### src/rtl/fetch_ctrl.sv
// Instruction fetch controller: issues instruction memory reads, registers the
// returned word for decode, and handles stalls and branch/jump redirects.
// A redirect that arrives while a read is outstanding parks the target and
// waits in FLUSH for the stale response to drain.
// Optional feature: define FETCH_CNT_EN to build the delivered-instruction
// counter; without it o_fetch_count is tied to zero.
module fetch_ctrl #(
  parameter logic [31:0] RESET_PC = 32'h0000_0000
) (
  input  logic        i_clk,
  input  logic        i_reset,
  input  logic        i_stall,
  input  logic        i_redirect_valid,
  input  logic [31:0] i_redirect_pc,
  output logic        o_imem_req,
  output logic [31:0] o_imem_addr,
  input  logic        i_imem_ack,
  input  logic [31:0] i_imem_rdata,
  output logic [31:0] o_instr,
  output logic [31:0] o_instr_pc,
  output logic        o_instr_valid,
  output logic [31:0] o_fetch_count
);

  typedef enum logic [1:0] {
    IDLE  = 2'd0,
    REQ   = 2'd1,
    FLUSH = 2'd2
  } state_t;

  state_t      r_state;
  state_t      w_state_next;
  logic [31:0] r_pc;
  logic [31:0] w_pc_next;
  logic [31:0] r_instr;
  logic [31:0] w_instr_next;
  logic [31:0] r_instr_pc;
  logic [31:0] w_instr_pc_next;
  logic        r_instr_valid;
  logic        w_instr_valid_next;
  logic [31:0] r_saved_pc;
  logic [31:0] w_saved_pc_next;
  logic        w_req;
  logic        w_ack;

  // Read request: in REQ only ask for a new word when the output slot is free
  // or about to be consumed, so a stalled instruction is never overwritten.
  always_comb begin
    w_req = 1'b0;
    case (r_state)
      IDLE:    w_req = 1'b0;
      REQ:     w_req = !r_instr_valid || !i_stall;
      FLUSH:   w_req = 1'b1;
      default: w_req = 1'b0;
    endcase
  end

  // An ack only counts when a request is actually being made.
  assign w_ack = w_req & i_imem_ack;

  // Next-state and datapath updates; redirect outranks ack, stall and consumption.
  always_comb begin
    w_state_next       = r_state;
    w_pc_next          = r_pc;
    w_instr_next       = r_instr;
    w_instr_pc_next    = r_instr_pc;
    w_instr_valid_next = r_instr_valid;
    w_saved_pc_next    = r_saved_pc;
    case (r_state)
      IDLE: begin
        w_state_next = REQ;
        if (i_redirect_valid) begin
          w_pc_next          = i_redirect_pc;
          w_instr_valid_next = 1'b0;
        end
      end
      REQ: begin
        if (i_redirect_valid) begin
          w_instr_valid_next = 1'b0;
          if (!w_req || i_imem_ack) begin
            w_pc_next = i_redirect_pc;
          end else begin
            w_saved_pc_next = i_redirect_pc;
            w_state_next    = FLUSH;
          end
        end else if (w_ack) begin
          w_instr_next       = i_imem_rdata;
          w_instr_pc_next    = r_pc;
          w_instr_valid_next = 1'b1;
          w_pc_next          = r_pc + 32'd4;
        end else if (r_instr_valid && !i_stall) begin
          w_instr_valid_next = 1'b0;
        end
      end
      FLUSH: begin
        if (i_redirect_valid) begin
          w_instr_valid_next = 1'b0;
        end else if (r_instr_valid && !i_stall) begin
          w_instr_valid_next = 1'b0;
        end
        if (w_ack) begin
          w_pc_next    = i_redirect_valid ? i_redirect_pc : r_saved_pc;
          w_state_next = REQ;
        end else if (i_redirect_valid) begin
          w_saved_pc_next = i_redirect_pc;
        end
      end
      default: begin
        w_state_next = IDLE;
      end
    endcase
  end

  // State register.
  always_ff @(posedge i_clk) begin
    if (i_reset) begin
      r_state <= IDLE;
    end else begin
      r_state <= w_state_next;
    end
  end

  // Datapath registers: fetch pointer, delivered instruction, parked target.
  always_ff @(posedge i_clk) begin
    if (i_reset) begin
      r_pc          <= RESET_PC;
      r_instr       <= 32'd0;
      r_instr_pc    <= 32'd0;
      r_instr_valid <= 1'b0;
      r_saved_pc    <= 32'd0;
    end else begin
      r_pc          <= w_pc_next;
      r_instr       <= w_instr_next;
      r_instr_pc    <= w_instr_pc_next;
      r_instr_valid <= w_instr_valid_next;
      r_saved_pc    <= w_saved_pc_next;
    end
  end

`ifdef FETCH_CNT_EN
  logic [31:0] r_fetch_count;
  logic        w_consume;

  assign w_consume = r_instr_valid & !i_stall & !i_redirect_valid;

  // Count each instruction decode actually takes; squashed ones are not counted.
  always_ff @(posedge i_clk) begin
    if (i_reset) begin
      r_fetch_count <= 32'd0;
    end else if (w_consume) begin
      r_fetch_count <= r_fetch_count + 32'd1;
    end
  end

  assign o_fetch_count = r_fetch_count;
`else
  assign o_fetch_count = 32'd0;
`endif

  assign o_imem_req    = w_req;
  assign o_imem_addr   = r_pc;
  assign o_instr       = r_instr;
  assign o_instr_pc    = r_instr_pc;
  assign o_instr_valid = r_instr_valid;

endmodule

### config.mk
export PLATFORM = sky130hd
export DESIGN_NAME = fetch_ctrl
export DESIGN_NICKNAME = d
export VERILOG_FILES = /design/src/rtl/fetch_ctrl.sv
export SDC_FILE = /design/constraint.sdc
export NUM_CORES = 1
export LEC_CHECK = 0
export BUFFER_PORTS_ARGS = -buffer_cell sky130_fd_sc_hd__buf_2
export CORE_AREA = 3 3 107 129
export DETAILED_ROUTE_END_ITERATION = 7
export DIE_AREA = 0 0 110 132
export MAX_ROUTING_LAYER = met4
export PLACE_DENSITY_LB_ADDON = 0.05
export SLEW_MARGIN = 20
export SYNTH_ARGS = -nofsm -noshare
export SYNTH_HDL_FRONTEND = slang
export SYNTH_SLANG_ARGS = --single-unit
### constraint.sdc
create_clock -name i_clk -period 2.69 [get_ports i_clk]
set_input_delay 0.538 -clock i_clk [delete_from_list [all_inputs] [get_ports i_clk]]
set_output_delay 0.538 -clock i_clk [all_outputs]
set_load 0.03 [all_outputs]
* Yosys cells after proc, flatten, opt, wreduce, memory -nomap -nowiden *
Cells that the tools add are included.

word-level totals
  flip-flop bits (word level) = 131
  word-level logic and storage cells = 54
  output and inout bits = 130

operators by class
  add/sub/neg operators = 1
  bitwise logic cells = 2
  mux-type cells = 22
  reduce and logical (&&, ||, !) cells = 14
  eq/ne operators = 9

operator list
  kind                                                  number
  2-to-1 mux 32 bit                                     9
  case mux 32 bit (3 select lines)                      1
  case mux 32 bit (2 select lines)                      1
  adder 32 x 3 -> 32 bit (second input constant)        1
  != test 2 bit (second input constant)                 5
  2-to-1 mux 2 bit                                      3
  != test 3 bit (second input constant)                 2
  case mux 2 bit (3 select lines)                       1
  AND reduction 3 bit                                   2
  2-to-1 mux 1 bit                                      5
  AND reduction 5 bit                                   1
  AND reduction 4 bit                                   1
  logical NOT 1 bit                                     3
  case mux 1 bit (3 select lines)                       1
  nonzero test 3 bit                                    1
  equality test 2 x 1 -> 1 bit (second input constant)  1
  equality test 2 bit (second input constant)           1
  logical NOT 2 bit                                     1
  logical OR 1 bit                                      2
  case mux 1 bit (2 select lines)                       1
  AND reduction 2 bit                                   1
  nonzero test 2 bit                                    1
  bitwise AND 1 bit                                     1
  logical AND 1 bit                                     1
  NOT 1 bit                                             1

* Logic depth before layout (Yosys ltp) *
Gate-level depths: netlist of the first run.

  depth after elaboration = 8
  mapped depth = 10

* Worst setup path after synthesis of the first run *
OpenSTA, ideal clock, no wires.

  path type = register to register
  start = register r_pc[2] (netlist: o_imem_addr[2])
  end = register r_pc[16] (netlist: o_imem_addr[16])
  path slack = 0.456 ns
  stages on the path, launching flop included = 7
  data required time = 2.620 ns
  data arrival time = 2.164 ns
  library setup time = 0.070 ns
  buffers on the path = 0
  clock period less this slack = 2.234 ns
  cell sequence = dfxtp_1 > ha_1 > nand3_2 > or4_4 > o31a_1 > or3_1 > a21oi_1

on the way
  word-level cells in the longest chain between the ends = 4

ends and longest elaborated chain
  item                              RTL line  source
  from (decl)                       33        logic [31:0] r_pc;
  from (signal assigned)            132       r_pc <= w_pc_next;
  adder 32 x 3 -> 32 bit            90        w_pc_next = r_pc + 32'd4;
  2-to-1 mux 32 bit                 86        end else if (w_ack) begin
  2-to-1 mux 32 bit                 78        if (i_redirect_valid) begin
  case mux 32 bit (3 select lines)  69        case (r_state)

No other way between the ends. The select of a mux whose other input is x is not followed.
A chain may end at the register's enable or synchronous reset.

* Final worst setup path of the first run *
  start = register r_state[1]
  end = output o_imem_req

on the way
  word-level cells in the longest chain between the ends = 2

ends and longest elaborated chain
  item                                                                 RTL line  source
  from (decl)                                                          31        state_t r_state;
  from (signal assigned)                                               119       r_state <= w_state_next;
  equality test 2 bit or equality test 2 x 1 -> 1 bit (tied branches)  50        case (r_state)
  case mux 1 bit (2 select lines) *                                    50
  to (decl)                                                            15        output logic o_imem_req,

Mark *: on every way between the ends. The rest lies on a longest branch, timed or not.

==> metrics.json, run 1 <==
{
  "clk_root_buffer_cell": {"value": "sky130_fd_sc_hd__clkbuf_16"},
  "netlist-cell-type-count": {"value": 57},
  "critical_path.cell_chain": {"value": "inv_1, ha_1, a21boi_0, o21a_1, buf_2"},
  "initial_core_util": {"value": 0.4933},
  "die_w": {"value": 110, "unit": "um"},
  "gr-usage-all-layers": {"value": 0.2560},
  "post-synth-top-area-cell": {"value": "sky130_fd_sc_hd__dfxtp_1"},
  "maxCapViolations": {"value": 0},
  "power_per_cell_area": {"value": 1002, "unit": "nW/um2"},
  "grt_setup_unrepaired": {"value": "no"},
  "critical_register_to_register_path_endpoint": {"value": "o_imem_addr[1]$_SDFFE_PP0P_"},
  "dieHeight": {"value": 132, "unit": "um"},
  "avgRoutedWirePerCell": {"value": 15.93, "unit": "um"},
  "critical-path-max-stage-delay": {"value": 0.38, "unit": "ns"},
  "via_per_instance_ratio": {"value": 5.513},
  "worst-setup-path-type": {"value": "register to output port"},
  "cp_num_buf_inv": {"value": 2},
  "ys_async_sr_fraction": {"value": 0},
  "timing.critical_path.depth": {"value": 5},
  "layout-drive-gt1-share": {"value": 0.2381},
  "timing.max_slew.rel_slack": {"value": 0.5429},
  "fill_cells": {"value": 1180},
  "sequential_fraction_of_the_synthesis_area": {"value": 0.4196},
  "critical_path_peak_fanout": {"value": 12},
  "fin_tns_setup": {"value": 0, "unit": "ns"},
  "layout_worst_path_cycle_share": {"value": 0.9328},
  "grt.overflow.total": {"value": 0},
  "number_of_nets_in_the_final_layout": {"value": 1049},
  "io-pin-count": {"value": 199},
  "detailedPlacementHpwl": {"value": 12870, "unit": "um"},
  "via_count": {"value": 6346},
  "crit_path_end": {"value": "o_imem_req"},
  "tritoncts": {"value": "done"},
  "synth_top_cells_by_area": {"value": "sky130_fd_sc_hd__dfxtp_1 42%, sky130_fd_sc_hd__nand2_1 13%, sky130_fd_sc_hd__a21oi_1 9.9%"},
  "antennaDiodeCount": {"value": 0},
  "worst_setup_startpoint": {"value": "r_state[1]$_SDFFE_PP0P_"},
  "avgSynthCellArea": {"value": 7.575, "unit": "um2"},
  "cts_hold_buffers": {"value": 0},
  "multi_input_area": {"value": 3222, "unit": "um2"},
  "final-setup-viol-count": {"value": 0},
  "hold_class": {"value": "primary input to register"},
  "placeableCoreArea": {"value": 12670, "unit": "um2"},
  "finalClockSkew": {"value": 0.008659, "unit": "ns"},
  "antenna_violating_nets_post_route": {"value": 0},
  "postSynthCellCount": {"value": 825},
  "max_freq": {"value": 0.3985, "unit": "GHz"},
  "report.final.hold_viol_count": {"value": 0},
  "yosysWarningCount": {"value": 0},
  "top_area_cell_type_share_of_the_netlist_area": {"value": 0.4196},
  "antenna_found_initial": {"value": 0},
  "r2r_slack": {"value": 0.26, "unit": "ns"},
  "worstMarginPinSlew": {"value": 0.6857, "unit": "ns"},
  "worstReg2RegStart": {"value": "r_state[0]$_SDFFE_PP0P_"},
  "layout.area.seq": {"value": 2623, "unit": "um2"},
  "io_buf_count": {"value": 166},
  "drv_slew": {"value": 0},
  "cts_made_buffers": {"value": 17},
  "crit_path_end_kind": {"value": "output port"},
  "final_wirelength": {"value": 18340, "unit": "um"},
  "first_global_vias": {"value": 5727},
  "clockBufferDepth": {"value": 2},
  "synth.cell_area": {"value": 6250, "unit": "um2"},
  "ctsHtreeMaxLevel": {"value": 4},
  "synth_top_flop_cell": {"value": "sky130_fd_sc_hd__dfxtp_1"},
  "worst_path_dominant_cell_family": {"value": "compound AO/OA/AOI/OAI gates"},
  "worstRegToRegCells": {"value": 8},
  "grt_max_degree": {"value": 83},
  "kind_of_start_point_of_the_critical_path": {"value": "register"},
  "synth_edf_count": {"value": 0},
  "cts.sinks": {"value": 131},
  "dr.first_iter.drc_count": {"value": 434},
  "worst-endpoint-arrival": {"value": 1.97, "unit": "ns"},
  "synth-seq-cells": {"value": 131},
  "routabilityCongestion": {"value": 0.9129},
  "source_to_sink_clock_delay_at_the_later_pin_of_the_worst_skew_pair": {"value": 0.41, "unit": "ns"},
  "rows": {"value": 45},
  "postCtsResizedCells": {"value": 0},
  "max-vdd-ir-drop": {"value": 0.0005522, "unit": "V"},
  "critPathRequiredTime": {"value": 2.15, "unit": "ns"},
  "flow.area_growth_from_synthesis": {"value": 24.84, "unit": "%"},
  "final_period_minus_worst_setup_slack": {"value": 2.509, "unit": "ns"},
  "slowest_stage": {"value": "sky130_fd_sc_hd__ha_1"},
  "grt_pass1_wl": {"value": 29030, "unit": "um"},
  "p_leak": {"value": 3.177, "unit": "nW"},
  "drt-pass1-iter-count": {"value": 5},
  "clk_pin_slew_worst_paths": {"value": 0.06, "unit": "ns"},
  "drc_errors": {"value": 0},
  "dieArea": {"value": 14520, "unit": "um2"},
  "outcome": {"value": "completed"},
  "fin_worst_hold_slack": {"value": 0.3638, "unit": "ns"}
}
## report_power, final
| group | switching [mW] | internal, mW |
|---|---|---|
| registers | 0.369 | 2.19 |
| logic | 1.80 | 0.968 |
| clock network | 0.840 | 1.64 |
| total | 3.01 | 4.80 |
## cells by family (layout without fill, tap and decap cells)
kind of cell	Yosys count	after routing	share of synthesized area
AND/OR/NAND/NOR	338	338	0.2438
flip-flops	131	131	0.4196
XOR/XNOR	4	4	0.005607
multiplexers	1	1	0.001602
buffers and inverters	105	236	0.08509
adder cells (fa/ha/maj)	5	5	0.01001
other	1	32	0.0006000
AO/OA/AOI/OAI	240	240	0.2336
## how the worst min path moves through the flow
stage	from	endpoint	slack [ns]	cells past startpoint
6_report	i_imem_rdata[0]	o_instr[0]$_SDFFE_PP0P_	0.36	3
5_1_grt	i_imem_rdata[12]	o_instr[12]$_SDFFE_PP0P_	0.35	3
4_1_cts	i_imem_rdata[0]	o_instr[0]$_SDFFE_PP0P_	0.35	3
3_5_place_dp	o_instr_pc[18]$_SDFFE_PP0P_	o_instr_pc[18]$_SDFFE_PP0P_	0.44	2
3_3_place_gp	o_instr[30]$_SDFFE_PP0P_	o_instr[30]$_SDFFE_PP0P_	0.44	2
2_1_floorplan	r_saved_pc[0]$_SDFFE_PP0P_	r_saved_pc[0]$_SDFFE_PP0P_	0.44	2
## metal layers
metal | vias to the layer above | routed length, um | global-route usage
li1 | 3109 | - | -
met1 | 2943 | 7851 | 0.3319
met2 | 267 | 8657 | 0.3887
met3 | 27 | 1517 | 0.06026
met4 | 0 | 313 | 0.08940
met5 | - | 0 | -
## metrics by stage
stage               cells  power [mW]    util  instance area, um2  setup slack (ns)
finish               1151       7.815  0.6159                7802            0.1808
global route         1151       8.250  0.6159                7802           0.04268
CTS                  1148       7.796  0.6141                7780            0.1400
detailed placement   1117       5.296  0.5637                7141            0.2119
global placement     1117       5.226  0.5637                7141            0.2648
floorplan             856       4.419       -                6366            0.4559
## synthesized netlist by cell type (4+ instances only)
library cell / instances
sky130_fd_sc_hd__a211oi_1: 5
sky130_fd_sc_hd__inv_1: 10
sky130_fd_sc_hd__nand3b_1: 4
sky130_fd_sc_hd__clkbuf_1: 46
sky130_fd_sc_hd__nand2b_1: 4
sky130_fd_sc_hd__o21a_1: 5
sky130_fd_sc_hd__buf_4: 32
sky130_fd_sc_hd__ha_1: 5
sky130_fd_sc_hd__or3_1: 4
sky130_fd_sc_hd__a21oi_1: 124
sky130_fd_sc_hd__nor2b_1: 11
sky130_fd_sc_hd__nor3_1: 17
sky130_fd_sc_hd__o21ai_0: 39
sky130_fd_sc_hd__nor2_1: 36
sky130_fd_sc_hd__and3_1: 6
sky130_fd_sc_hd__nand3_1: 5
sky130_fd_sc_hd__a221oi_1: 9
sky130_fd_sc_hd__nand4_1: 11
sky130_fd_sc_hd__a22oi_1: 8
sky130_fd_sc_hd__dfxtp_1: 131
sky130_fd_sc_hd__a221o_1: 5
sky130_fd_sc_hd__a22o_1: 11
sky130_fd_sc_hd__nand2_1: 214
sky130_fd_sc_hd__nor4_1: 8
sky130_fd_sc_hd__o32ai_1: 6
sky130_fd_sc_hd__and4_1: 5
sky130_fd_sc_hd__buf_2: 13
sky130_fd_sc_hd__o31a_1: 6
## worst reg2reg max path, cell delays in order, from the launching register on
cell and delay [ns]:
sky130_fd_sc_hd__dfxtp_1 0.36, sky130_fd_sc_hd__inv_1 0.08, sky130_fd_sc_hd__ha_1 0.34, sky130_fd_sc_hd__nor2b_1 0.22
sky130_fd_sc_hd__nor3_1 0.29, sky130_fd_sc_hd__o211a_1 0.43, sky130_fd_sc_hd__buf_4 0.31, sky130_fd_sc_hd__a21oi_1 0.10
sky130_fd_sc_hd__a211oi_1 0.22
## area by class of cell
| class | instances | area share |
|---|---|---|
| clock buffer | 19 | 0.05548 |
| tap | 164 | 0.02630 |
| inverter | 10 | 0.004811 |
| sequential | 131 | 0.3361 |
| clock inverter | 12 | 0.02646 |
| timing repair buffer | 195 | 0.1379 |
| multi-input combinational | 620 | 0.4129 |
## layout by cell type (no fill, tap or decap), types with 6 or more instances in the layout
master,n
sky130_fd_sc_hd__nand2_1,214
sky130_fd_sc_hd__nand4_1,11
sky130_fd_sc_hd__a22o_1,11
sky130_fd_sc_hd__nor4_1,8
sky130_fd_sc_hd__nor2b_1,11
sky130_fd_sc_hd__inv_1,10
sky130_fd_sc_hd__o32ai_1,6
sky130_fd_sc_hd__a22oi_1,8
sky130_fd_sc_hd__a21oi_1,124
sky130_fd_sc_hd__buf_4,28
sky130_fd_sc_hd__conb_1,32
sky130_fd_sc_hd__clkbuf_16,17
sky130_fd_sc_hd__o21ai_0,39
sky130_fd_sc_hd__buf_2,165
sky130_fd_sc_hd__o31a_1,6
sky130_fd_sc_hd__nor3_1,17
sky130_fd_sc_hd__dfxtp_1,131
sky130_fd_sc_hd__a221oi_1,9
sky130_fd_sc_hd__nor2_1,36
## registers in the layout (all words and copies together), names as in the netlist
name	count
o_instr_valid	1
r_state	2
o_imem_addr	32
o_instr	32
r_saved_pc	32
o_instr_pc	32
## timing repair
item,4_1_cts,5_1_grt
setup endpoints to repair,0,21
hold endpoints to repair,0,0
setup buffers,0,3
No activity file was read; power rests on OpenSTA's default activity.
==> run 2: changes to the inputs <==
--- a/config.mk
+++ b/config.mk
@@ -6,9 +6,10 @@
 export NUM_CORES = 1
 export LEC_CHECK = 0
 export BUFFER_PORTS_ARGS = -buffer_cell sky130_fd_sc_hd__buf_2
-export CORE_AREA = 3 3 107 129
+export CORE_AREA = 3 3 119 143
 export DETAILED_ROUTE_END_ITERATION = 7
-export DIE_AREA = 0 0 110 132
+export DIE_AREA = 0 0 122 146
+export HOLD_SLACK_MARGIN = 0.05
 export MAX_ROUTING_LAYER = met4
 export PLACE_DENSITY_LB_ADDON = 0.05
 export SLEW_MARGIN = 20
==> run 2 against run 1 <==
Sequential power is essentially flat. Non-clock buffer count grew 2. First-iteration DRC count grew 15%. Via count shrank 1.9%. Die area grew 23%. Clock skew shrank 0.0025 ns. Sequential cell count is the same. Clock-buffer cell count shrank 1. Power grew 1.5%. Core utilization shrank 11 points. Routed wire length grew 5.4%. Critical endpoint unchanged. Clock power grew 5%.
==> metrics.json, run 2 (same netlist as run 1, synthesis figures left out) <==
{
  "worst_path_dominant_cell_family": {"value": "compound AO/OA/AOI/OAI gates"},
  "worstReg2RegStart": {"value": "r_state[0]$_SDFFE_PP0P_"},
  "source_to_sink_clock_delay_at_the_later_pin_of_the_worst_skew_pair": {"value": 0.42, "unit": "ns"},
  "r2r_slack": {"value": 0.36, "unit": "ns"},
  "dieHeight": {"value": 146, "unit": "um"},
  "tritoncts": {"value": "done"},
  "critical_path.cell_chain": {"value": "inv_1, ha_1, a21boi_0, o21a_1, buf_2"},
  "total_power": {"value": 7.933, "unit": "mW"},
  "detailedPlacementHpwl": {"value": 13750, "unit": "um"},
  "gr-usage-all-layers": {"value": 0.2197},
  "via_count": {"value": 6223},
  "slowest_stage": {"value": "sky130_fd_sc_hd__ha_1"},
  "dieArea": {"value": 17810, "unit": "um2"},
  "critical_path_peak_fanout": {"value": 12},
  "mostFrequentLayoutCell": {"value": "sky130_fd_sc_hd__nand2_1"},
  "fin_worst_hold_slack": {"value": 0.3546, "unit": "ns"},
  "layout-drive-gt1-share": {"value": 0.2424},
  "antennaDiodeCount": {"value": 0},
  "layout_worst_path_cycle_share": {"value": 0.9253},
  "routabilityCongestion": {"value": 0.8549},
  "antenna_found_initial": {"value": 0},
  "die_w": {"value": 122, "unit": "um"},
  "max-vdd-ir-drop": {"value": 0.0004389, "unit": "V"},
  "worst-setup-path-type": {"value": "register to output port"},
  "postCtsResizedCells": {"value": 0},
  "timing.critical_path.depth": {"value": 5},
  "crit_path_end_kind": {"value": "output port"},
  "cts.sinks": {"value": 131},
  "number_of_nets_in_the_final_layout": {"value": 1051},
  "report.final.hold_viol_count": {"value": 0},
  "p_leak": {"value": 3.217, "unit": "nW"},
  "flow.area_growth_from_synthesis": {"value": 26.57, "unit": "%"},
  "critPathRequiredTime": {"value": 2.15, "unit": "ns"},
  "via_per_instance_ratio": {"value": 5.194},
  "worstRegToRegCells": {"value": 8},
  "io-pin-count": {"value": 199},
  "grt_setup_unrepaired": {"value": "no"},
  "outcome": {"value": "completed"},
  "antenna_violating_nets_post_route": {"value": 0},
  "io_buf_count": {"value": 166},
  "kind_of_start_point_of_the_critical_path": {"value": "register"},
  "critical-path-max-stage-delay": {"value": 0.40, "unit": "ns"},
  "dr.first_iter.drc_count": {"value": 499},
  "clk_root_buffer_cell": {"value": "sky130_fd_sc_hd__clkbuf_16"},
  "max_freq": {"value": 0.4018, "unit": "GHz"},
  "worst_setup_startpoint": {"value": "r_state[1]$_SDFFE_PP0P_"},
  "drc_errors": {"value": 0},
  "layout_common_cells": {"value": "214 x sky130_fd_sc_hd__nand2_1, 165 x sky130_fd_sc_hd__buf_2, 131 x sky130_fd_sc_hd__dfxtp_1"},
  "ctsHtreeMaxLevel": {"value": 4},
  "placeableCoreArea": {"value": 15700, "unit": "um2"},
  "fill_cells": {"value": 1591},
  "clockBufferDepth": {"value": 2},
  "grt_max_degree": {"value": 65},
  "drt-pass1-iter-count": {"value": 5},
  "final_period_minus_worst_setup_slack": {"value": 2.489, "unit": "ns"},
  "grt.overflow.total": {"value": 0},
  "power_per_cell_area": {"value": 1003, "unit": "nW/um2"},
  "initial_core_util": {"value": 0.3980},
  "fin_tns_setup": {"value": 0, "unit": "ns"},
  "hold_class": {"value": "primary input to register"},
  "multi_input_area": {"value": 3222, "unit": "um2"},
  "worst-endpoint-arrival": {"value": 1.95, "unit": "ns"},
  "cp_num_buf_inv": {"value": 2},
  "avgRoutedWirePerCell": {"value": 16.14, "unit": "um"},
  "crit_path_end": {"value": "o_imem_req"},
  "layout.area.seq": {"value": 2623, "unit": "um2"},
  "rows": {"value": 50},
  "cts_made_buffers": {"value": 17},
  "cts_hold_buffers": {"value": 0},
  "final_wirelength": {"value": 19340, "unit": "um"},
  "final-setup-viol-count": {"value": 0},
  "maxCapViolations": {"value": 0},
  "drv_slew": {"value": 0},
  "finalClockSkew": {"value": 0.006177, "unit": "ns"},
  "clk_pin_slew_worst_paths": {"value": 0.06, "unit": "ns"},
  "final_core_utilization": {"value": 0.5037},
  "timing.max_slew.rel_slack": {"value": 0.5399},
  "grt_pass1_wl": {"value": 30490, "unit": "um"},
  "worstMarginPinSlew": {"value": 0.6845, "unit": "ns"},
  "first_global_vias": {"value": 5574},
  "critical_register_to_register_path_endpoint": {"value": "o_imem_addr[15]$_SDFFE_PP0P_"},
  "post-cts-setup-buffers": {"value": 0}
}
[run 2: changes by cell type in the layout (fill, tap and decap cells not counted), sizes merged]
| cell | before | now |
|---|---|---|
| buf | 195 | 197 |
| inv | 11 | 14 |
| clkinvlp | 4 | 2 |
| clkinv | 2 | 3 |
| clkbuf | 19 | 18 |
[run 2: how the worst min path moves through the flow]
stage                                   to  cells after the start                         from
4_1_cts           o_instr[29]$_SDFFE_PP0P_                      3             i_imem_rdata[29]
5_1_grt           o_instr[29]$_SDFFE_PP0P_                      3             i_imem_rdata[29]
2_1_floorplan   r_saved_pc[0]$_SDFFE_PP0P_                      2   r_saved_pc[0]$_SDFFE_PP0P_
6_report          o_instr[29]$_SDFFE_PP0P_                      3             i_imem_rdata[29]
3_5_place_dp      o_instr[13]$_SDFFE_PP0P_                      2     o_instr[13]$_SDFFE_PP0P_
3_3_place_gp   o_instr_pc[20]$_SDFFE_PP0P_                      2  o_instr_pc[20]$_SDFFE_PP0P_
[run 2: metal layers]
metal	vias up	share of wire	global-route usage
met2	241	0.45	0.3161
li1	3136	-	-
met4	0	0.016	0.07567
met5	-	0	-
met3	20	0.071	0.04432
met1	2826	0.46	0.3067
[run 2: worst register-to-register path, delay by kind of cell, from the launching register on]
family	cells	cell delay [ns]
compound gates	3	0.71
simple gates	2	0.47
buf+inv	2	0.37
flops	1	0.36
fa+ha+maj	1	0.34
[run 2: cell type report]
type | instances | share of cell area
Tap cell | 208 | 0.03290
Clock buffer | 18 | 0.05552
Clock inverter | 14 | 0.02847
Inverter | 10 | 0.004745
Timing Repair Buffer | 197 | 0.1395
Sequential cell | 131 | 0.3315
Multi-Input combinational cell | 620 | 0.4073
[run 2: per-stage QoR]
stage | instances | area, um2 | setup WS (ns)
3_5_place_dp | 1166 | 7246 | 0.3667
3_3_place_gp | 1166 | 7246 | 0.4830
5_1_grt | 1198 | 7910 | 0.07206
4_1_cts | 1198 | 7910 | 0.1957
6_report | 1198 | 7910 | 0.2011
2_1_floorplan | 856 | 6366 | 0.4559
[run 2: report_power, final]
| group | switching (mW) | internal [mW] | total, mW |
|---|---|---|---|
| sequential | 0.367 | 2.19 | 2.56 |
| combinational | 1.80 | 0.963 | 2.77 |
| clock | 0.921 | 1.69 | 2.61 |
| total | 3.09 | 4.84 | 7.93 |
